--- src/rtl/keypad_pkg.sv ---
// Shared definitions for the 4x4 keypad scanner: scan-result encoding,
// FSM state constants and the row/column to hex key map.
package keypad_pkg;

  // Scan result is {valid, code}; all-zero means no single key was seen.
  localparam logic [4:0] KEY_NONE = 5'b0_0000;

  localparam logic ST_RELEASED = 1'b0;
  localparam logic ST_PRESSED  = 1'b1;

  function automatic logic [3:0] key_map(input logic [1:0] row, input logic [1:0] col);
    logic [3:0] code;
    case ({row, col})
      4'h0: code = 4'h1;
      4'h1: code = 4'h2;
      4'h2: code = 4'h3;
      4'h3: code = 4'hA;
      4'h4: code = 4'h4;
      4'h5: code = 4'h5;
      4'h6: code = 4'h6;
      4'h7: code = 4'hB;
      4'h8: code = 4'h7;
      4'h9: code = 4'h8;
      4'hA: code = 4'h9;
      4'hB: code = 4'hC;
      4'hC: code = 4'h0;
      4'hD: code = 4'hF;
      4'hE: code = 4'hE;
      default: code = 4'hD;
    endcase
    return code;
  endfunction

endpackage

--- src/rtl/keypad_debounce.sv ---
// Accepts a new scan result once it has been seen on DEBOUNCE_SCANS
// consecutive full scans and differs from the last accepted value.
module keypad_debounce
  import keypad_pkg::*;
#(
  parameter int DEBOUNCE_SCANS = 4
) (
  input  logic       clk1,
  input  logic       rst1_n,
  input  logic       scan_done,
  input  logic [4:0] scan_res,
  output logic       accept,
  output logic [4:0] accept_val
);

  localparam int SW = $clog2(DEBOUNCE_SCANS + 1);
  localparam logic [SW-1:0] STABLE_MAX = SW'(DEBOUNCE_SCANS);

  logic [4:0]    prev_q, prev_d;
  logic [4:0]    accepted_q, accepted_d;
  logic [SW-1:0] stable_cnt_q, stable_cnt_d;

  always_comb begin
    prev_d       = prev_q;
    accepted_d   = accepted_q;
    stable_cnt_d = stable_cnt_q;
    accept       = 1'b0;
    if (scan_done) begin
      prev_d = scan_res;
      if (scan_res == prev_q) begin
        // Saturating at the threshold is enough to keep the accept condition true.
        if (stable_cnt_q < STABLE_MAX) stable_cnt_d = stable_cnt_q + 1'b1;
      end else begin
        stable_cnt_d = SW'(1);
      end
      if (stable_cnt_d >= STABLE_MAX && scan_res != accepted_q) begin
        accept     = 1'b1;
        accepted_d = scan_res;
      end
    end
  end

  assign accept_val = scan_res;

  always_ff @(posedge clk1 or negedge rst1_n) begin
    if (!rst1_n) begin
      prev_q       <= KEY_NONE;
      accepted_q   <= KEY_NONE;
      stable_cnt_q <= '0;
    end else begin
      prev_q       <= prev_d;
      accepted_q   <= accepted_d;
      stable_cnt_q <= stable_cnt_d;
    end
  end

endmodule

--- src/rtl/keypad_scan.sv ---
// 4x4 keypad scanner: column strobing, synchronized row sampling, press FSM
// and a 4-digit entry history (digit0 = newest) for the 7-seg driver.
//   state        | meaning
//   ST_RELEASED  | no accepted key held; next accepted key is a new press
//   ST_PRESSED   | accepted key held; NONE releases, a different key re-presses
module keypad_scan
  import keypad_pkg::*;
#(
  parameter int SCAN_DIV       = 32768,
  parameter int DEBOUNCE_SCANS = 4
) (
  input  logic       clk1,
  input  logic       rst1_n,
  input  logic [3:0] row1,
  output logic [3:0] col1,
  input  logic       clr,
  output logic [3:0] key_code,
  output logic       key_valid,
  output logic       key_down,
  output logic [3:0] digit0,
  output logic [3:0] digit1,
  output logic [3:0] digit2,
  output logic [3:0] digit3
);

  localparam int DW = $clog2(SCAN_DIV);
  localparam logic [DW-1:0] DIV_LAST = DW'(SCAN_DIV - 1);

  logic [3:0]    row_s1_q, row_s2_q;
  logic [DW-1:0] div_cnt_q, div_cnt_d;
  logic [1:0]    col_q, col_d;
  logic [3:0]    col1_q, col1_d;
  logic [1:0]    acc_cnt_q, acc_cnt_d;
  logic [3:0]    acc_code_q, acc_code_d;
  logic          state_q, state_d;
  logic [3:0]    key_code_q, key_code_d;
  logic          key_valid_q, key_valid_d;
  logic          key_down_q, key_down_d;
  logic [3:0]    digit0_q, digit1_q, digit2_q, digit3_q;
  logic [3:0]    digit0_d, digit1_d, digit2_d, digit3_d;

  logic       sample;
  logic       scan_done;
  logic [4:0] scan_res;
  logic       accept;
  logic [4:0] accept_val;
  logic       shift;
  logic [1:0] n_keys;
  logic [3:0] first_code;

  always_comb begin
    sample    = (div_cnt_q == DIV_LAST);
    div_cnt_d = sample ? '0 : div_cnt_q + 1'b1;
    col_d     = col_q;
    col1_d    = col1_q;
    if (sample) begin
      col_d  = col_q + 1'b1;
      col1_d = ~(4'b0001 << col_d);
    end
  end

  // Column 0 starts a fresh scan; the count saturates at 2 since only "exactly one" matters.
  always_comb begin
    n_keys     = (col_q == 2'd0) ? 2'd0 : acc_cnt_q;
    first_code = (col_q == 2'd0) ? 4'h0 : acc_code_q;
    for (int r = 0; r < 4; r++) begin
      if (!row_s2_q[r]) begin
        if (n_keys == 2'd0) first_code = key_map(2'(r), col_q);
        if (n_keys != 2'd2) n_keys = n_keys + 2'd1;
      end
    end
    acc_cnt_d  = sample ? n_keys : acc_cnt_q;
    acc_code_d = sample ? first_code : acc_code_q;
    scan_done  = sample && (col_q == 2'd3);
    scan_res   = (n_keys == 2'd1) ? {1'b1, first_code} : KEY_NONE;
  end

  keypad_debounce #(
    .DEBOUNCE_SCANS(DEBOUNCE_SCANS)
  ) u_debounce (
    .clk1      (clk1),
    .rst1_n    (rst1_n),
    .scan_done (scan_done),
    .scan_res  (scan_res),
    .accept    (accept),
    .accept_val(accept_val)
  );

  always_comb begin
    state_d     = state_q;
    key_code_d  = key_code_q;
    key_down_d  = key_down_q;
    key_valid_d = 1'b0;
    shift       = 1'b0;
    if (accept) begin
      if (accept_val[4]) begin
        state_d     = ST_PRESSED;
        key_code_d  = accept_val[3:0];
        key_valid_d = 1'b1;
        key_down_d  = 1'b1;
        shift       = 1'b1;
      end else if (state_q == ST_PRESSED) begin
        state_d    = ST_RELEASED;
        key_down_d = 1'b0;
      end
    end
  end

  always_comb begin
    digit0_d = digit0_q;
    digit1_d = digit1_q;
    digit2_d = digit2_q;
    digit3_d = digit3_q;
    if (shift) begin
      digit3_d = digit2_q;
      digit2_d = digit1_q;
      digit1_d = digit0_q;
      digit0_d = accept_val[3:0];
    end
    // A clear coinciding with a new key keeps only that key.
    if (clr) begin
      digit3_d = 4'h0;
      digit2_d = 4'h0;
      digit1_d = 4'h0;
      if (!shift) digit0_d = 4'h0;
    end
  end

  always_ff @(posedge clk1 or negedge rst1_n) begin
    if (!rst1_n) begin
      row_s1_q    <= 4'hF;
      row_s2_q    <= 4'hF;
      div_cnt_q   <= '0;
      col_q       <= 2'd0;
      col1_q      <= 4'b1110;
      acc_cnt_q   <= 2'd0;
      acc_code_q  <= 4'h0;
      state_q     <= ST_RELEASED;
      key_code_q  <= 4'h0;
      key_valid_q <= 1'b0;
      key_down_q  <= 1'b0;
      digit0_q    <= 4'h0;
      digit1_q    <= 4'h0;
      digit2_q    <= 4'h0;
      digit3_q    <= 4'h0;
    end else begin
      row_s1_q    <= row1;
      row_s2_q    <= row_s1_q;
      div_cnt_q   <= div_cnt_d;
      col_q       <= col_d;
      col1_q      <= col1_d;
      acc_cnt_q   <= acc_cnt_d;
      acc_code_q  <= acc_code_d;
      state_q     <= state_d;
      key_code_q  <= key_code_d;
      key_valid_q <= key_valid_d;
      key_down_q  <= key_down_d;
      digit0_q    <= digit0_d;
      digit1_q    <= digit1_d;
      digit2_q    <= digit2_d;
      digit3_q    <= digit3_d;
    end
  end

  assign col1      = col1_q;
  assign key_code  = key_code_q;
  assign key_valid = key_valid_q;
  assign key_down  = key_down_q;
  assign digit0    = digit0_q;
  assign digit1    = digit1_q;
  assign digit2    = digit2_q;
  assign digit3    = digit3_q;

endmodule

--- config.mk ---
export PLATFORM = sky130hd
export DESIGN_NAME = keypad_scan
export DESIGN_NICKNAME = d
export VERILOG_FILES = /design/src/rtl/keypad_pkg.sv /design/src/rtl/keypad_debounce.sv /design/src/rtl/keypad_scan.sv
export SDC_FILE = /design/constraint.sdc
export NUM_CORES = 1
export LEC_CHECK = 0
export ABC_AREA = 1
export CAP_MARGIN = 40
export CORE_MARGIN = 5
export CORE_UTILIZATION = 40
export DETAILED_ROUTE_END_ITERATION = 8
export RECOVER_POWER = 100
export SLEW_MARGIN = 5
export SYNTH_ARGS = -nofsm -noshare
export SYNTH_HDL_FRONTEND = slang
export SYNTH_HIERARCHICAL = 1
export SYNTH_SLANG_ARGS = --single-unit
--- constraint.sdc ---
create_clock -name clk1 -period 5.4 [get_ports clk1]
set_input_delay 1.35 -clock clk1 [delete_from_list [all_inputs] [get_ports clk1]]
set_output_delay 1.35 -clock clk1 [all_outputs]
set_load 0.05 [all_outputs]
==> results of run 1 <==
worst max-delay path, stage by stage, from the launching register on:
cell and delay (ns):
dfrtp_1 0.41, inv_1 0.13, ha_1 0.28, inv_1 0.21, nand2_1 0.15, ha_1 0.31, nand2_2 0.09, nand3_2 0.12
nor2_2 0.24, nor2_1 0.08, ha_1 0.28, or2_2 0.30, nand2_4 0.11, nand2_4 0.08, nand2_4 0.08, nand3_4 0.10
nor2_2 0.28, xnor2_1 0.18, nand3_2 0.15, nor2_8 0.16, nand3_2 0.12, inv_1 0.10, nand2_1 0.05, buf_4 0.21
inv_1 0.28, nand2_1 0.12, o21ai_0 0.09
state kept, by name, indices dropped and copies added (netlist names), 2 cells and up:
register,count
acc_cnt_q,2
row_s1_q,4
div_cnt_q,15
key_code,4
col_q,2
digit0,4
u_debounce/stable_cnt_q,3
acc_code_q,4
col1,4
digit2,4
u_debounce/accepted_q,5
digit3,4
u_debounce/prev_q,5
row_s2_q,4
digit1,4
worst max path at each step:
| stage | start | endpoint | slack, ns | cells after the start |
|---|---|---|---|---|
| after floorplan | col_q[0] | digit0[2] | 1.30 | 26 |
| after global placement | col_q[1] | digit0[1] | 0.86 | 26 |
| after detailed placement | col_q[0] | digit0[1] | 0.74 | 26 |
| after CTS | col_q[0] | digit0[1] | 0.71 | 26 |
| after global routing | col_q[1] | digit0[1] | 0.12 | 28 |
| final | col_q[0] | digit0[1] | 0.61 | 26 |
cells in the final DEF, fill, tap and decap left out, types with 2 or more instances in the layout:
cell and n:
o21ai_0 29, buf_4 2, clkinv_2 3, nand3_1 24, inv_6 2, inv_2 4, nand2_1 125, nor3_1 3
a21oi_1 7, dfstp_2 11, nor2_2 5, clkbuf_1 2, nand2_4 6, dlygate4sd3_1 30, nand3b_1 2, ha_1 12
nor2_1 30, inv_1 52, xnor2_1 4, nand2_2 9, nand3_2 7, o31ai_1 4, xor2_1 9, clkinv_1 2
clkbuf_8 9, nand4_1 4, dfrtp_1 60
power by group:
part           total [mW]  internal (mW)  switching, mW
clock network       0.417          0.214          0.203
registers           0.540          0.537        0.00290
logic              0.0839         0.0254         0.0585
total                1.04          0.776          0.265
metal layers:
metal,track usage [%],up-vias
li1,-,1420
met1,16.62,1288
met5,0,-
met2,22.62,28
met4,5.550,0
met3,3.157,12
cell families (layout without fill, tap and decap cells):
family          after synthesis  count (layout)  share of synthesized area (%)
xor+xnor                     13              13                          3.076
buf+inv                      69             109                          7.505
flops                        71              71                          48.38
fa+ha+maj                    12              12                          4.057
compound gates               45              45                          7.133
simple gates                221             221                          29.28
mux                           2               2                         0.5747
through the flow:
step / util [%] / total power [mW] / instance area [µm²] / worst slack, ns
after floorplan: - / 0.6146 / 3701 / 1.298
after global placement: 45.21 / 0.6368 / 4118 / 0.8559
after detailed placement: 45.21 / 0.6371 / 4118 / 0.7435
after CTS: 47.34 / 1.062 / 4312 / 0.7062
after global routing: 46.92 / 1.089 / 4274 / 0.1236
final: 46.92 / 1.041 / 4274 / 0.6125
layout make-up:
| type | instances | share of cell area, % |
|---|---|---|
| flip-flops and latches | 71 | 41.89 |
| multi-input cells | 293 | 37.44 |
| repair buffers | 35 | 7.787 |
| inverters | 58 | 5.094 |
| well taps | 111 | 3.249 |
| clock buffers | 9 | 2.898 |
| clock inverters | 7 | 1.639 |
==> metrics.md, run 1 <==
| Metric | Value |
|---|---|
| Library cells used by synthesis | `37` |
| Die area | `11280 µm²` |
| Avg Cell Area, Syn | `8.547 µm²` |
| Post-synthesis sequential area ratio | `48.38%` |
| Worst skew pair latency | `0.35 ns` |
| Core Box Area | `9109 µm²` |
| Clk sinks | `71` |
| Post CTS Setup Buffer Count | `0` |
| Share of the synthesized area in the top cell type | `40.57%` |
| Clock slew at reported path FFs | `0.08 ns` |
| Die Height | `106.2 µm` |
| PD cells | `243.6 nW/µm²` |
| Hold slack | `0.3545 ns` |
| Share of post-route cells with drive strength above 1 | `14.38%` |
| Starting density of the core | `40.63%` |
| Met3 wire length | `189 µm` |
| P_leak | `2.165 nW` |
| Run status | `finished with violations` |
| Final nets | `487` |
| Clock period minus worst slack | `4.788 ns` |
| Critical path endpoint category | `flop` |
| Hold-fix buffers, CTS | `0` |
| Skew final | `0.007153 ns` |
| Post-DP HPWL | `5080 µm` |
| Grt ovf | `0` |
| Slew @ Worst Pin | `3.097 ns` |
| Final Hold Vio Count | `0` |
| Post-Route M1 WL | `3287 µm` |
| Violated checks | `capacitance limit, slew limit` |
| Initial antenna violation count | `0` |
| CTS Buf Count | `9` |
| Critical path peak fanout | `24` |
| Post-synth top area cell | `dfrtp_1` |
| Vias | `2748` |
| GPL Wtd Cong | `0.8755` |
| Ant diodes | `0` |
| Final Non-Filler Cells | `584` |
| Deepest clock path buffer count | `2` |
| Clock root buffer | `clkbuf_8` |
| Post-synthesis register bit count | `71` |
| Critical path class | `flop to flop` |
| Top cells by area, synth | `dfrtp_1 (41%), nand2_1 (12%), dfstp_2 (7.8%)` |
| FMAX | `0.2089 GHz` |
| Final period util | `88.66%` |
| Syn Std Cell Area | `3701 µm²` |
| Area Overhead vs Synth | `15.48%` |
| First-pass GRT wire length | `12250 µm` |
| Area of the multi-input gates | `1600 µm²` |
| Die Width | `106.2 µm` |
| Drt wl/cell | `11.92 µm` |
| Top_reg_cell synth | `dfrtp_1` |
| Count leader, synth | `nand2_1` |
| Max layer used | `met4` |
| Synth async-reset ratio | `100.0%` |
| Hold path cells | `0` |
| Slew Viols, Final | `62` |
| R2R Setup Slk | `0.61 ns` |
| RSZ-0062 raised after global routing | `false` |
| Fill count | `885` |
| Cells after DPL | `568` |
| Rel. slew slack | `-106.5%` |
| Post-synth EDFFs | `0` |
| Gate Count Post-Synth | `433` |
| Avg Vias per Cell | `4.705` |
| I/O Buffers | `32` |
| Max-Cap Viols | `1` |
| CTS tree | `yes` |
| Reg2reg start | `col_q[0]` |
| Hold crit path type | `flop to flop` |
| # DRC | `0` |
| Critical path launch point type | `flop` |
| Data required, critical path | `5.67 ns` |
| Warnings, synthesis | `6` |
| FF+latch area | `1790 µm²` |
| Reg-to-Reg End | `digit0[1]` |
| Post-CTS sizing | `0` |
| Final ANT Viol Nets | `0` |
| DRT Pass-1 Iters | `4` |
| Hold Path Sink | `row_s2_q[2]` |
| TNS Setup | `0 ns` |
| Largest net degree at the start of global routing | `62` |
| Total GRT Usage | `13.47%` |
| Commonest cells post-synth | `nand2_1 (123), dfrtp_1 (60), inv_1 (50)` |
| Final setup viols | `0` |
| H-tree levels | `3` |
| Initial drt markers | `93` |
| IO Pins | `33` |
| Core Rows | `35` |
| R2R cell count | `26` |
| Hold Startpoint | `row_s1_q[2]` |
| Post-Route WL | `6959 µm` |
| Met2 wire length | `3353 µm` |
| Worst path arrival time | `5.05 ns` |
| Max rail drop VDD | `0.1266 mV` |
| Mapped Nets | `452` |
| Vias in the first global route | `2708` |
No activity file was read; power rests on OpenSTA's default activity.
==> run 2: changes to the inputs <==
--- a/config.mk
+++ b/config.mk
@@ -7,12 +7,15 @@
 export LEC_CHECK = 0
 export ABC_AREA = 1
 export CAP_MARGIN = 40
+export CORE_ASPECT_RATIO = 0.6
 export CORE_MARGIN = 5
 export CORE_UTILIZATION = 40
 export DETAILED_ROUTE_END_ITERATION = 8
+export HOLD_SLACK_MARGIN = 0.12
 export RECOVER_POWER = 100
 export SLEW_MARGIN = 5
 export SYNTH_ARGS = -nofsm -noshare
 export SYNTH_HDL_FRONTEND = slang
 export SYNTH_HIERARCHICAL = 1
 export SYNTH_SLANG_ARGS = --single-unit
+export TNS_END_PERCENT = 10
==> metrics.md, run 2 (synthesis results as in run 1) <==
| Metric | Value |
|---|---|
| Run status | `finished with violations (unchanged)` |
| Violated checks | `capacitance limit, slew limit (unchanged)` |
| Vias | `2710 (was 2748)` |
| Final Util | `48.18% (was 46.92%)` |
| Design Power | `1.209 mW (was 1.041 mW)` |
| Die Width | `134.2 µm (was 106.2 µm)` |
| Hold slack | `0.3592 ns (was 0.3545 ns)` |
| Critical path endpoint category | `flop (unchanged)` |
| Area Overhead vs Synth | `18.29% (was 15.48%)` |
| P_leak | `2.200 nW (was 2.165 nW)` |
| Reg-to-Reg End | `digit2[3] (was digit0[1])` |
| Reg2reg start | `col_q[0] (unchanged)` |
| Hold Path Sink | `row_s2_q[3] (was row_s2_q[2])` |
| Worst path arrival time | `5.09 ns (was 5.05 ns)` |
| Final Hold Vio Count | `0 (unchanged)` |
| FMAX | `0.2058 GHz (was 0.2089 GHz)` |
| Critical path launch point type | `flop (unchanged)` |
| Drt wl/cell | `12.58 µm (was 11.92 µm)` |
| Hold-fix buffers, CTS | `0 (unchanged)` |
| # DRC | `0 (unchanged)` |
| R2R Setup Slk | `0.54 ns (was 0.61 ns)` |
| Core Rows | `27 (was 35)` |
| Slowest-stage cell, CP | `dfrtp_1 (unchanged)` |
| Final ANT Viol Nets | `0 (unchanged)` |
| Clock slew at reported path FFs | `0.05 ns (was 0.08 ns)` |
| DRT Pass-1 Iters | `4 (unchanged)` |
| CTS tree | `yes (unchanged)` |
| Ant diodes | `0 (unchanged)` |
| Post-Route WL | `7398 µm (was 6959 µm)` |
| R2R cell count | `27 (was 26)` |
| Worst path max stage delay | `0.40 ns (was 0.41 ns)` |
| Rel. slew slack | `-47.73% (was -106.5%)` |
| Die Height | `84.51 µm (was 106.2 µm)` |
| Max rail drop VDD | `0.1986 mV (was 0.1266 mV)` |
| Cell mode on critical path | `nand2_1 (was inv_1)` |
| Initial antenna violation count | `0 (unchanged)` |
| Post CTS Setup Buffer Count | `0 (unchanged)` |
| Cells after DPL | `573 (was 568)` |
| Critical path peak fanout | `14 (was 24)` |
| Slew Viols, Final | `74 (was 62)` |
| PD cells | `276.1 nW/µm² (was 243.6 nW/µm²)` |
| Core Box Area | `9087 µm² (was 9109 µm²)` |
| Commonest non-fill, non-tap cell in the layout | `nand2_1 (unchanged)` |
| Total GRT Usage | `14.01% (was 13.47%)` |
| First-pass GRT wire length | `12740 µm (was 12250 µm)` |
| Final period util | `89.97% (was 88.66%)` |
| Worst skew pair latency | `0.32 ns (was 0.35 ns)` |
| Post-route cell area | `4378 µm² (was 4274 µm²)` |
| Slew @ Worst Pin | `2.216 ns (was 3.097 ns)` |
| Fill count | `850 (was 885)` |
| Buf/Inv on CP | `6 (was 5)` |
| Biggest regs | `div_cnt_q x15, u_debounce/accepted_q x5, u_debounce/prev_q x5 (unchanged)` |
| Hold path cells | `0 (unchanged)` |
| Commonest non-fill, non-tap cells in the layout | `nand2_1 (125), dfrtp_1 (60), inv_1 (51) (was nand2_1 (125), dfrtp_1 (60), inv_1 (52))` |
| Post-DP HPWL | `5591 µm (was 5080 µm)` |
| IO Pins | `33 (unchanged)` |
| TNS Setup | `0 ns (unchanged)` |
| Fin worst setup slack | `0.5415 ns (was 0.6125 ns)` |
| Area of placed instances | `4124 µm² (was 4118 µm²)` |
| Final Non-Filler Cells | `588 (was 584)` |
| GPL Wtd Cong | `0.8466 (was 0.8755)` |
| CTS Buf Count | `9 (unchanged)` |
| CP top delay family | `simple AND/OR/NAND/NOR gates (unchanged)` |
| Critical path class | `flop to flop (unchanged)` |
| Clk sinks | `71 (unchanged)` |
| Max-Cap Viols | `2 (was 1)` |
| Initial drt markers | `132 (was 93)` |
| Deepest clock path buffer count | `2 (unchanged)` |
| Largest net degree at the start of global routing | `43 (was 62)` |
| Hold crit path type | `flop to flop (unchanged)` |
| Share of post-route cells with drive strength above 1 | `13.98% (was 14.38%)` |
| Data required, critical path | `5.63 ns (was 5.67 ns)` |
| Skew final | `0.004905 ns (was 0.007153 ns)` |
| Vias in the first global route | `2561 (was 2708)` |
| Setup WS pre-CTS | `0.6185 ns (was 0.7435 ns)` |
| RSZ-0062 raised after global routing | `false (unchanged)` |
| Post-CTS sizing | `0 (unchanged)` |
| H-tree levels | `3 (unchanged)` |
| Die area | `11340 µm² (was 11280 µm²)` |
| Clock root buffer | `clkbuf_16 (was clkbuf_8)` |
| Starting density of the core | `40.73% (was 40.63%)` |
| Max reg flops | `15 (unchanged)` |
| Grt ovf | `0 (unchanged)` |
| Clock period minus worst slack | `4.859 ns (was 4.788 ns)` |
| CP Depth | `27 (was 26)` |
| Final nets | `487 (unchanged)` |
| Most flops, register | `div_cnt_q (unchanged)` |
| Avg Vias per Cell | `4.609 (was 4.705)` |
| I/O Buffers | `32 (unchanged)` |
| Final setup viols | `0 (unchanged)` |
| Hold Startpoint | `row_s1_q[3] (was row_s1_q[2])` |
[run 2: cell type report]
class                           count  area [µm²]  share of cell area (%)
Clock inverter                      3       42.54                  0.9717
Timing Repair Buffer               35       330.3                   7.545
Tap cell                          116       145.1                   3.315
Inverter                           58       217.7                   4.973
Sequential cell                    71        1790                   40.90
Multi-Input combinational cell    293        1595                   36.44
Clock buffer                       12       256.5                   5.859
[run 2: power by group]
part	switching [mW]	internal [mW]	leakage [nW]
registers	0.00322	0.538	0.939
clock network	0.203	0.379	0.145
logic	0.0597	0.0253	1.12
[run 2: worst max path at each step]
| stage | slack (ns) | endpoint | start |
|---|---|---|---|
| 2_1_floorplan | 1.30 | digit0[2] | col_q[0] |
| 4_1_cts | 0.58 | digit0[3] | col_q[0] |
| 3_3_place_gp | 0.75 | digit0[3] | col_q[0] |
| 3_5_place_dp | 0.62 | digit0[3] | col_q[0] |
| 5_1_grt | 0.06 | digit2[3] | col_q[0] |
| 6_report | 0.54 | digit2[3] | col_q[0] |
[run 2: metal layers]
layer  vias to the layer above  track usage, %  share of wire [%]
met5                         -               0                  0
li1                       1428               -                  -
met4                         0           3.142               0.35
met3                         2           4.611                4.3
met2                        48           18.28                 38
met1                      1232           22.07                 57
==> run 3: changes to the inputs <==
--- a/config.mk
+++ b/config.mk
@@ -5,7 +5,6 @@
 export SDC_FILE = /design/constraint.sdc
 export NUM_CORES = 1
 export LEC_CHECK = 0
-export ABC_AREA = 1
 export CAP_MARGIN = 40
 export CORE_ASPECT_RATIO = 0.6
 export CORE_MARGIN = 5
==> metrics.md, run 3 <==
| Metric | Value |
|---|---|
| Setup WS pre-CTS | `0.2291 ns (was 0.6185 ns)` |
| Slowest-stage cell, CP | `dfrtp_1 (unchanged)` |
| Switch Pwr | `0.2542 mW (was 0.2661 mW)` |
| Clock power frac | `50.2% (was 48.2%)` |
| Mapped Nets | `354 (was 452)` |
| Core Box Area | `8491 µm² (was 9087 µm²)` |
| Critical path endpoint category | `flop (unchanged)` |
| GPL Wtd Cong | `0.8187 (was 0.8466)` |
| Violated checks | `capacitance limit, slew limit (unchanged)` |
| CP top delay family | `simple AND/OR/NAND/NOR gates (unchanged)` |
| Post-DP HPWL | `5316 µm (was 5591 µm)` |
| Die Width | `130.3 µm (was 134.2 µm)` |
| Ant diodes | `0 (unchanged)` |
| Library cells used by synthesis | `57 (was 37)` |
| Vias | `2430 (was 2710)` |
| Critical path class | `flop to flop (unchanged)` |
| Area Overhead vs Synth | `21.44% (was 18.29%)` |
| IO Pins | `33 (unchanged)` |
| Post-Route WL | `7410 µm (was 7398 µm)` |
| Worst path max stage delay | `0.44 ns (was 0.40 ns)` |
| Vias in the first global route | `2353 (was 2561)` |
| Seq pwr share | `44.8% (about the same)` |
| Buf/Inv on CP | `4 (was 6)` |
| Biggest regs | `div_cnt_q x15, u_debounce/accepted_q x5, u_debounce/prev_q x5 (unchanged)` |
| Data required, critical path | `5.65 ns (was 5.63 ns)` |
| Post-synthesis register bit count | `71 (unchanged)` |
| Avg Cell Area, Syn | `10.36 µm² (was 8.547 µm²)` |
| Starting density of the core | `40.89% (was 40.73%)` |
| Post-synthesis sequential area ratio | `51.57% (was 48.38%)` |
| Run status | `finished with violations (unchanged)` |
| Area of placed instances | `3921 µm² (was 4124 µm²)` |
| Most flops, register | `div_cnt_q (unchanged)` |
| Final Hold Vio Count | `0 (unchanged)` |
| P_leak | `2.022 nW (was 2.200 nW)` |
| Critical path launch point type | `flop (unchanged)` |
| Grt ovf | `0 (unchanged)` |
| FMAX | `0.2014 GHz (was 0.2058 GHz)` |
| Fill count | `776 (was 850)` |
| Final ANT Viol Nets | `0 (unchanged)` |
| Core Rows | `26 (was 27)` |
| PD cells | `286.7 nW/µm² (was 276.1 nW/µm²)` |
| Clock period minus worst slack | `4.964 ns (was 4.859 ns)` |
| Critical path peak fanout | `17 (was 14)` |
| Fin worst setup slack | `0.4358 ns (was 0.5415 ns)` |
| Initial drt markers | `220 (was 132)` |
| Clock root buffer | `clkbuf_16 (unchanged)` |
| First-pass GRT wire length | `12340 µm (was 12740 µm)` |
| Drt wl/cell | `15.06 µm (was 12.58 µm)` |
| Post-synth top area cell | `dfrtp_1 (unchanged)` |
| Clk sinks | `71 (unchanged)` |
| Share of the synthesized area in the top cell type | `43.24% (was 40.57%)` |
| DRT Pass-1 Iters | `5 (was 4)` |
| Logic pwr share | `5.0% (was 7.0%)` |
| Post-synth EDFFs | `0 (unchanged)` |
| Crit-path cells | `inv_1 > ha_1 > inv_1 > nand2_1 > ha_1 > nor2b_1 > a2111oi_4 > nor2_1 > ha_1 > or2_2 > o31a_1 > or2_2 > a31oi_1 > nor2_1 > xor2_1 > nor3_2 > o2111ai_1 > a31oi_1 > nand2_1 > clkinv_1 > buf_4 > nand2_1 > a21oi_1` |
| Share of post-route cells with drive strength above 1 | `14.21% (was 13.98%)` |
| RSZ-0062 raised after global routing | `false (unchanged)` |
| Switching part of the total | `21.02% (was 22.02%)` |
| H-tree levels | `3 (unchanged)` |
| Commonest non-fill, non-tap cells in the layout | `nand2_1 (63), dfrtp_1 (60), dlygate4sd3_1 (30) (was nand2_1 (125), dfrtp_1 (60), inv_1 (51))` |
| # DRC | `0 (unchanged)` |
| Syn Std Cell Area | `3472 µm² (was 3701 µm²)` |
| Slew Viols, Final | `74 (unchanged)` |
| Final Non-Filler Cells | `492 (was 588)` |
| TNS Setup | `0 ns (unchanged)` |
| Max reg flops | `15 (unchanged)` |
| Commonest cells post-synth | `nand2_1 (63), dfrtp_1 (60), nor2_1 (28) (was nand2_1 (123), dfrtp_1 (60), inv_1 (50))` |
| Avg Vias per Cell | `4.939 (was 4.609)` |
| Warnings, synthesis | `6 (unchanged)` |
| Max-Cap Viols | `2 (unchanged)` |
| Synth async-reset ratio | `100.0% (unchanged)` |
| Die Height | `82.17 µm (was 84.51 µm)` |
| Int Pwr | `0.9547 mW (was 0.9425 mW)` |
| Slew @ Worst Pin | `2.200 ns (was 2.216 ns)` |
| Final period util | `91.93% (was 89.97%)` |
| Hold crit path type | `flop to flop (unchanged)` |
| Cells after DPL | `475 (was 573)` |
| Hold-fix buffers, CTS | `0 (unchanged)` |
| Worst skew pair latency | `0.33 ns (was 0.32 ns)` |
| Total GRT Usage | `15.29% (was 14.01%)` |
| Count leader, synth | `nand2_1 (unchanged)` |
| Die area | `10700 µm² (was 11340 µm²)` |
| Top cells by area, synth | `dfrtp_1 (43%), dfstp_2 (8.3%), nand2_1 (6.8%) (was dfrtp_1 (41%), nand2_1 (12%), dfstp_2 (7.8%))` |
| Skew final | `0.007113 ns (was 0.004905 ns)` |
| Initial antenna violation count | `0 (unchanged)` |
| Max rail drop VDD | `0.1640 mV (was 0.1986 mV)` |
| Post-route cell area | `4217 µm² (was 4378 µm²)` |
| Top_reg_cell synth | `dfrtp_1 (unchanged)` |
| Rel. slew slack | `-46.68% (was -47.73%)` |
| CTS Buf Count | `9 (unchanged)` |
| Gate Count Post-Synth | `335 (was 433)` |
| CTS tree | `yes (unchanged)` |
| Clock slew at reported path FFs | `0.06 ns (was 0.05 ns)` |
| I/O Buffers | `32 (unchanged)` |
| Final nets | `394 (was 487)` |
| Commonest non-fill, non-tap cell in the layout | `nand2_1 (unchanged)` |
| Worst path arrival time | `5.21 ns (was 5.09 ns)` |
| Deepest clock path buffer count | `2 (unchanged)` |
| Largest net degree at the start of global routing | `43 (unchanged)` |
| Final setup viols | `0 (unchanged)` |
[run 3: layout make-up]
class / instances / area [µm²] / area share (%)
Sequential cell: 71 / 1790 / 42.46
Clock buffer: 14 / 274.0 / 6.499
Tap cell: 112 / 140.1 / 3.323
Timing Repair Buffer: 42 / 370.4 / 8.783
Inverter: 10 / 37.54 / 0.8902
Multi-Input combinational cell: 241 / 1567 / 37.15
Clock inverter: 2 / 37.54 / 0.8902
[run 3: cells by family (layout without fill, tap and decap cells)]
| family | after synthesis | in the layout | synth area share [%] |
|---|---|---|---|
| simple gates | 138 | 138 | 18.85 |
| mux | 16 | 16 | 5.009 |
| xor+xnor | 27 | 27 | 6.811 |
| fa+ha+maj | 12 | 12 | 4.324 |
| buf+inv | 23 | 68 | 3.207 |
| compound gates | 48 | 48 | 10.23 |
| flops | 71 | 71 | 51.57 |
[run 3: per-layer routing]
metal  global-route usage [%]  part of all wire (%)  vias to the layer above
met5                        0                     0                        -
met4                    5.394                  0.67                        0
met3                    5.077                   4.1                        6
met2                    18.46                    38                       37
met1                    24.41                    57                     1162
li1                         -                     -                     1225
[run 3: what timing repair did]
action                     in CTS  in global routing
setup buffers                   0                  1
gates resized for setup         0                  1
setup endpoints to repair       0                 22
[run 3: path summary, 6_finish.rpt]
path / startpoint / endpoint / slack (ns) / depth (start not counted)
max: col_q[0] / digit2[3] / 0.44 / 23
min: row_s1_q[0] / row_s2_q[0] / 0.35 / 0
max reg2reg: col_q[0] / digit2[3] / 0.44 / 23
min reg2reg: row_s1_q[0] / row_s2_q[0] / 0.35 / 0
max in group asynchronous: rst1_n / digit3[2] / 1.23 / 2
min in group asynchronous: rst1_n / acc_cnt_q[1] / 1.41 / 1
[run 3: power by group through the flow]
| stage | registers (mW) | clock network (mW) | logic, mW |
|---|---|---|---|
| floorplan | 0.549 | 0 | 0.0397 |
| global placement | 0.551 | 0 | 0.0628 |
| detailed placement | 0.550 | 0 | 0.0620 |
| CTS | 0.542 | 0.627 | 0.0627 |
| global route | 0.542 | 0.648 | 0.0687 |
| finish | 0.542 | 0.607 | 0.0603 |
[run 3: per-stage QoR]
step,hold WS [ns],utilization (%),power [mW]
global placement,0.3465,46.18,0.6133
detailed placement,0.3472,46.18,0.6125
floorplan,0.3452,-,0.5884
finish,0.3540,49.66,1.209
CTS,0.3551,49.85,1.232
global route,0.3566,49.66,1.258
